===== src/rtl/prio_enc_pkg.sv =====
// prio_enc_pkg: shared widths and highest-set-bit reference function for the priority encoder
package prio_enc_pkg;

    localparam int PE_WIDTH = 8;
    localparam int PE_OUT_W = 3;

    function automatic logic [PE_OUT_W-1:0] pe_highest(input logic [PE_WIDTH-1:0] v);
        logic [PE_OUT_W-1:0] r;
        r = '0;
        for (int i = 0; i < PE_WIDTH; i++)
            if (v[i]) r = PE_OUT_W'(i);
        return r;
    endfunction

endpackage


===== src/rtl/priority_encoder_83_core.sv =====
// priority_encoder_83_core: combinational highest-set-bit encoder built as a log-depth binary tree
module priority_encoder_83_core
    import prio_enc_pkg::*;
#(
    parameter int WIDTH = PE_WIDTH,
    localparam int OUT_W = $clog2(WIDTH)
) (
    input  logic [WIDTH-1:0] in,
    output logic [OUT_W-1:0] out_next,
    output logic             valid_next
);

    for (genvar l = 0; l <= OUT_W; l++) begin : lv
        localparam int N = WIDTH >> l;
        logic [N-1:0] v;
        logic [OUT_W-1:0] x [N];
        if (l == 0) begin : leaf
            assign v = in;
            for (genvar i = 0; i < N; i++) begin : idx
                assign x[i] = OUT_W'(i);
            end
        end else begin : node
            for (genvar i = 0; i < N; i++) begin : mrg
                assign v[i] = lv[l-1].v[2*i+1] | lv[l-1].v[2*i];
                assign x[i] = lv[l-1].v[2*i+1] ? lv[l-1].x[2*i+1] : lv[l-1].x[2*i];
            end
        end
    end

    assign valid_next = lv[OUT_W].v[0];
    assign out_next   = lv[OUT_W].x[0];

endmodule


===== src/rtl/priority_encoder_83.sv =====
// priority_encoder_83: registered 8-to-3 priority encoder, bit 7 highest, with valid flag
module priority_encoder_83
    import prio_enc_pkg::*;
#(
    parameter int WIDTH = PE_WIDTH,
    localparam int OUT_W = $clog2(WIDTH)
) (
    input  logic             clk,
    input  logic             rst_n,
    input  logic [WIDTH-1:0] in,
    output logic [OUT_W-1:0] out,
    output logic             valid
);

    logic [OUT_W-1:0] out_next;
    logic             valid_next;

    priority_encoder_83_core #(.WIDTH(WIDTH)) u_core (
        .in        (in),
        .out_next  (out_next),
        .valid_next(valid_next)
    );

    always_ff @(posedge clk or negedge rst_n) begin
        if (!rst_n) begin
            out   <= '0;
            valid <= 1'b0;
        end else begin
            out   <= out_next;
            valid <= valid_next;
        end
    end

endmodule


===== config.mk =====
export PLATFORM = sky130hd
export DESIGN_NAME = priority_encoder_83
export DESIGN_NICKNAME = d
export VERILOG_FILES = /design/src/rtl/prio_enc_pkg.sv /design/src/rtl/priority_encoder_83_core.sv /design/src/rtl/priority_encoder_83.sv
export SDC_FILE = /design/constraint.sdc
export NUM_CORES = 1
export LEC_CHECK = 0
export CAP_MARGIN = 20
export CORE_AREA = 4 4 41 43
export CTS_CLUSTER_DIAMETER = 150
export DETAILED_ROUTE_END_ITERATION = 10
export DIE_AREA = 0 0 45 47
export GPL_TIMING_DRIVEN = 0
export MAX_ROUTING_LAYER = met4
export REMOVE_ABC_BUFFERS = 1
export SLEW_MARGIN = 20
export SYNTH_ARGS = -nofsm -noshare
export SYNTH_HDL_FRONTEND = slang
export SYNTH_SLANG_ARGS = --single-unit

===== constraint.sdc =====
create_clock -name clk -period 0.8 [get_ports clk]
set_input_delay 0.16 -clock clk [delete_from_list [all_inputs] [get_ports clk]]
set_output_delay 0.16 -clock clk [all_outputs]
set_load 0.005 [all_outputs]

== Word level (Yosys, flattened, before mapping) ==
Cells that the tools add are included.
Storage, ports and cells
  bits in registers: 4
  latch bits: 0
  bits in writable memories: 0
  ROM bits: 0
  bits of input ports: 10
  word-level logic and storage cells: 16
  memories kept: 0
Cells by class
  $add $sub $neg: 0
  $mul: 0
  divide/modulo/power cells: 0
  magnitude comparators: 0
  equal/unequal tests: 0
  shifts and indexed selects: 0
  muxes and demuxes: 7
  bitwise operators: 7
  reduce and logical (&&, ||, !) cells: 0
Operators with widths (count)
  2-to-1 mux 3 bit: 3
  OR 1 bit: 7
  2-to-1 mux 1 bit: 4

== Logic depth before layout (Yosys ltp) ==
  word-level depth: 3
  gate-level depth with buffers: 3
  mapped depth without buffers: 3

== By module ==
A second synthesis with hierarchy kept.
Unflattened totals
  cells, all modules: 16
  area, all modules: 166.4 µm²
Modules (own cells, without submodules)
  priority_encoder_83: instances 1, cells each 4, area each 100.1 µm²
  priority_encoder_83_core: instances 1, cells each 12, area each 66.3 µm²

== Worst setup path after synthesis ==
No wires, ideal clock.
  kind: input to register
  from: input port in[7]
  to: register valid
  library setup time: 0.134 ns
  arrival: 0.391 ns
  data required time: 0.666 ns
  path slack: 0.275 ns
  cell stages on the path: 2
  path through: nor2_1 > nand4_1
Between the ends
  cells in the longest elaborated chain, start to end: 3
Ends and longest elaborated chain
  start: declaration: line priority_encoder_83.sv:10  | input logic [WIDTH-1:0] in,
  OR 1 bit (3 in a row): line priority_encoder_83_core.sv:24  | assign v[i] = lv[l-1].v[2*i+1] | lv[l-1].v[2*i];
  via u_core.valid_next: line priority_encoder_83_core.sv:10  | output logic valid_next
  end signal: assignment: line priority_encoder_83.sv:30  | valid <= valid_next;
  end: declaration: line priority_encoder_83.sv:12  | output logic valid
The timed path passes the listed nets, and every way through them passes these cells.

== Worst setup path in the final report ==
  from: register out[2]
  to: output port out[2]
RTL lines
  start: declaration: line priority_encoder_83.sv:11  | output logic [OUT_W-1:0] out,
  start signal: assignment: line priority_encoder_83.sv:29  | out <= out_next;
No word-level cell between the ends.

==> metrics.md <==
| Metric | Value |
|---|---|
| Core Rows | `13` |
| Fin area | `330 um2` |
| Critical Path Sink Type | `primary output` |
| Clock transition at the registers of the reported paths | `0.04 ns` |
| Post-route insts no fill | `47` |
| Slowest-stage cell, CP | `dfrtp_1` |
| Number of I/O pins | `14` |
| CTS sink count | `4` |
| Synth unique cells | `8` |
| Startpoint Class | `flop` |
| Fmax | `1170 MHz` |
| Setup WS post-layout | `-0.0516 ns` |
| Final setup fails | `4` |
| Global-route wire length before repair | `579 um` |
| Post-Synthesis Cells | `16` |
| Core box area | `0.00130 mm2` |
| Slew headroom | `85.9%` |
| # diodes | `0` |
| # fillers | `~150` |
| Via-to-Cell Ratio | `3.51` |
| Hold Vio Cnt, Final | `0` |
| Most frequent cells in the layout | `clkdlybuf4s50_1, dfrtp_1, buf_2` |
| Number of global-route vias before repair | `roughly 190` |
| Min Tclk post-route | `between 0.8 and 0.9 ns` |
| Switch share | `20.4%` |
| Initial antenna violation count | `0` |
| FF+latch count, synth | `4` |
| Buf/Inv on CP | `1` |
| Residual DRC | `0` |
| Nets | `44` |
| Sequential group share of total power | `around 39%` |
| Root Buffer | `clkbuf_4` |
| NetSw | `110 uW` |
| Starting DRT DRC Count | `0` |
| GRT overflow | `0` |
| Yosys warning total | `0` |
| GRT Total Usage | `~4.3%` |
| Period utilization | `106%` |
| Pwr Density | `1640 mW/mm2` |
| Clock network power share | `approximately 44%` |
| Commonest non-fill, non-tap cell in the layout | `clkdlybuf4s50_1` |
| CP required | `around 0.64 ns` |
| Worst-path maximum fanout | `1` |
| Initial Util | `between 10% and 20%` |
| CTS Buffer Depth | `2` |
| Top delay family on crit path | `flip-flops` |
| Routability cong. | `around 0.69` |
| Area Overhead vs Synth | `110%` |
| Outcome | `complete, but fails checks` |
| Post-layout power | `540 uW` |
| Static leakage | `0.000144 uW` |
| Die area | `0.00212 mm2` |
| Die Width | `roughly 45 um` |
| Max incr delay on CP | `~0.34 ns` |
| DP Area | `307 um2` |
| Die height | `47 um` |
| Syn Std Cell Area | `158 um2` |
| Overall routed net length | `397 um` |
| Mean post-synth cell area | `9.85 um2` |
| Placed Cells incl. Taps | `44` |
| Critical Path AT | `0.69 ns` |
| Seq/Total Area, Yosys | `63.5%` |
| PortBufs | `13` |
| Max VDD drop | `between 400 and 500 uV` |
| CP cell instances | `buf_2` |
| Violated checks | `negative setup slack` |
| Multi-input gate area | `between 60 and 70 um2` |
| FF+latch area | `100 um2` |
| CTS tree | `yes` |
| Power Internal | `430 uW` |
| H-tree depth | `1` |
| Hold Crit Class | `input port to async pin` |
| CP Class | `flop to primary output` |
| Avg WL per Cell | `approximately 8.4 um` |
| Num CTS Buffers | `3` |
| Hold_buf cts | `0` |
| Max Slew Vio Count | `0` |
| DPL Wire Length | `308 um` |
| RSZ-0062 raised after global routing | `true` |
| Routed Antenna Nets | `0` |
| Initial DRT Pass Iterations | `1` |
| Via count | `165` |
| Combinational Power Share | `roughly 16%` |
| Share of cells above drive strength 1 | `between 40% and 50%` |
| Worst slew pin tran | `0.210 ns` |
| Largest net degree at the start of global routing | `5` |
| Number of max-cap violations | `0` |
## Yosys cell counts
| cell | number | share of area [%] |
|---|---|---|
| o31ai_1 | 2 | 9.5 |
| clkinv_1 | 1 | 2.4 |
| nand2_1 | 1 | 2.4 |
| nand4_1 | 1 | 4.0 |
| dfrtp_1 | 4 | 63 |
| inv_1 | 1 | 2.4 |
| nor2_1 | 4 | 9.5 |
| a21oi_1 | 2 | 6.3 |
## what timing repair did
action,4_1_cts,5_1_grt
buffers inserted,0,0
setup endpoints to repair,5,7
resized for setup,18,7
pin swaps,0,4
gates cloned,0,0
## final timing paths
check / start / end / cells after the start
max in group asynchronous: rst_n / out[2]$_DFF_PN0_ / 1
min in group clk: in[2] / valid$_DFF_PN0_ / 3
worst max-delay path: out[2]$_DFF_PN0_ / out[2] / 1
worst min-delay path: rst_n / out[1]$_DFF_PN0_ / 1
## cell families after synthesis
family | share of synthesized area [%]
flip-flops | 63.5
AND/OR/NAND/NOR | 15.9
AO/OA/AOI/OAI | 15.9
buffers and inverters | 4.76
## area by class of cell
class	instances	area share (%)
Clock buffer	3	6.82
Inverter	2	2.27
Multi-Input combinational cell	10	20.5
Sequential cell	4	30.3
Tap cell	15	5.68
Timing Repair Buffer	13	34.5
## routing by layer
metal  wire (um)  share of wire, %  track usage [%]  up-vias
li1            -                 -                -       86
met1         169                43             4.39       66
met2         160                40             5.37       13
met3          66                17                0        0
met4           0                 0             8.77        0
met5           0                 0                -        -
## stage by stage
step	hold slack (ns)	worst slack, ns	TNS (ns)	utilization [%]
after floorplan	-0.136	0.275	0	-
after CTS	0.126	-0.0668	-0.254	23.9
after detailed placement	0.372	-0.257	-1.49	23.6
after global placement	0.369	-0.243	-1.46	23.6
final	0.129	-0.0516	-0.202	25.4
after global routing	0.147	-0.0824	-0.320	25.4
## power by group through the flow
stage / combinational, uW / clock, uW / sequential (uW)
2_1_floorplan: 15.6 / 0 / 217
3_3_place_gp: 87.3 / 0 / 216
3_5_place_dp: 88.2 / 0 / 215
4_1_cts: 81.4 / 255 / 213
5_1_grt: 95.9 / 253 / 214
6_report: 87.6 / 240 / 213
## flip-flops by register name, indices dropped and copies added, names as in the netlist
name and count:
out 3, valid 1
Power figures use the tool's default switching activity.
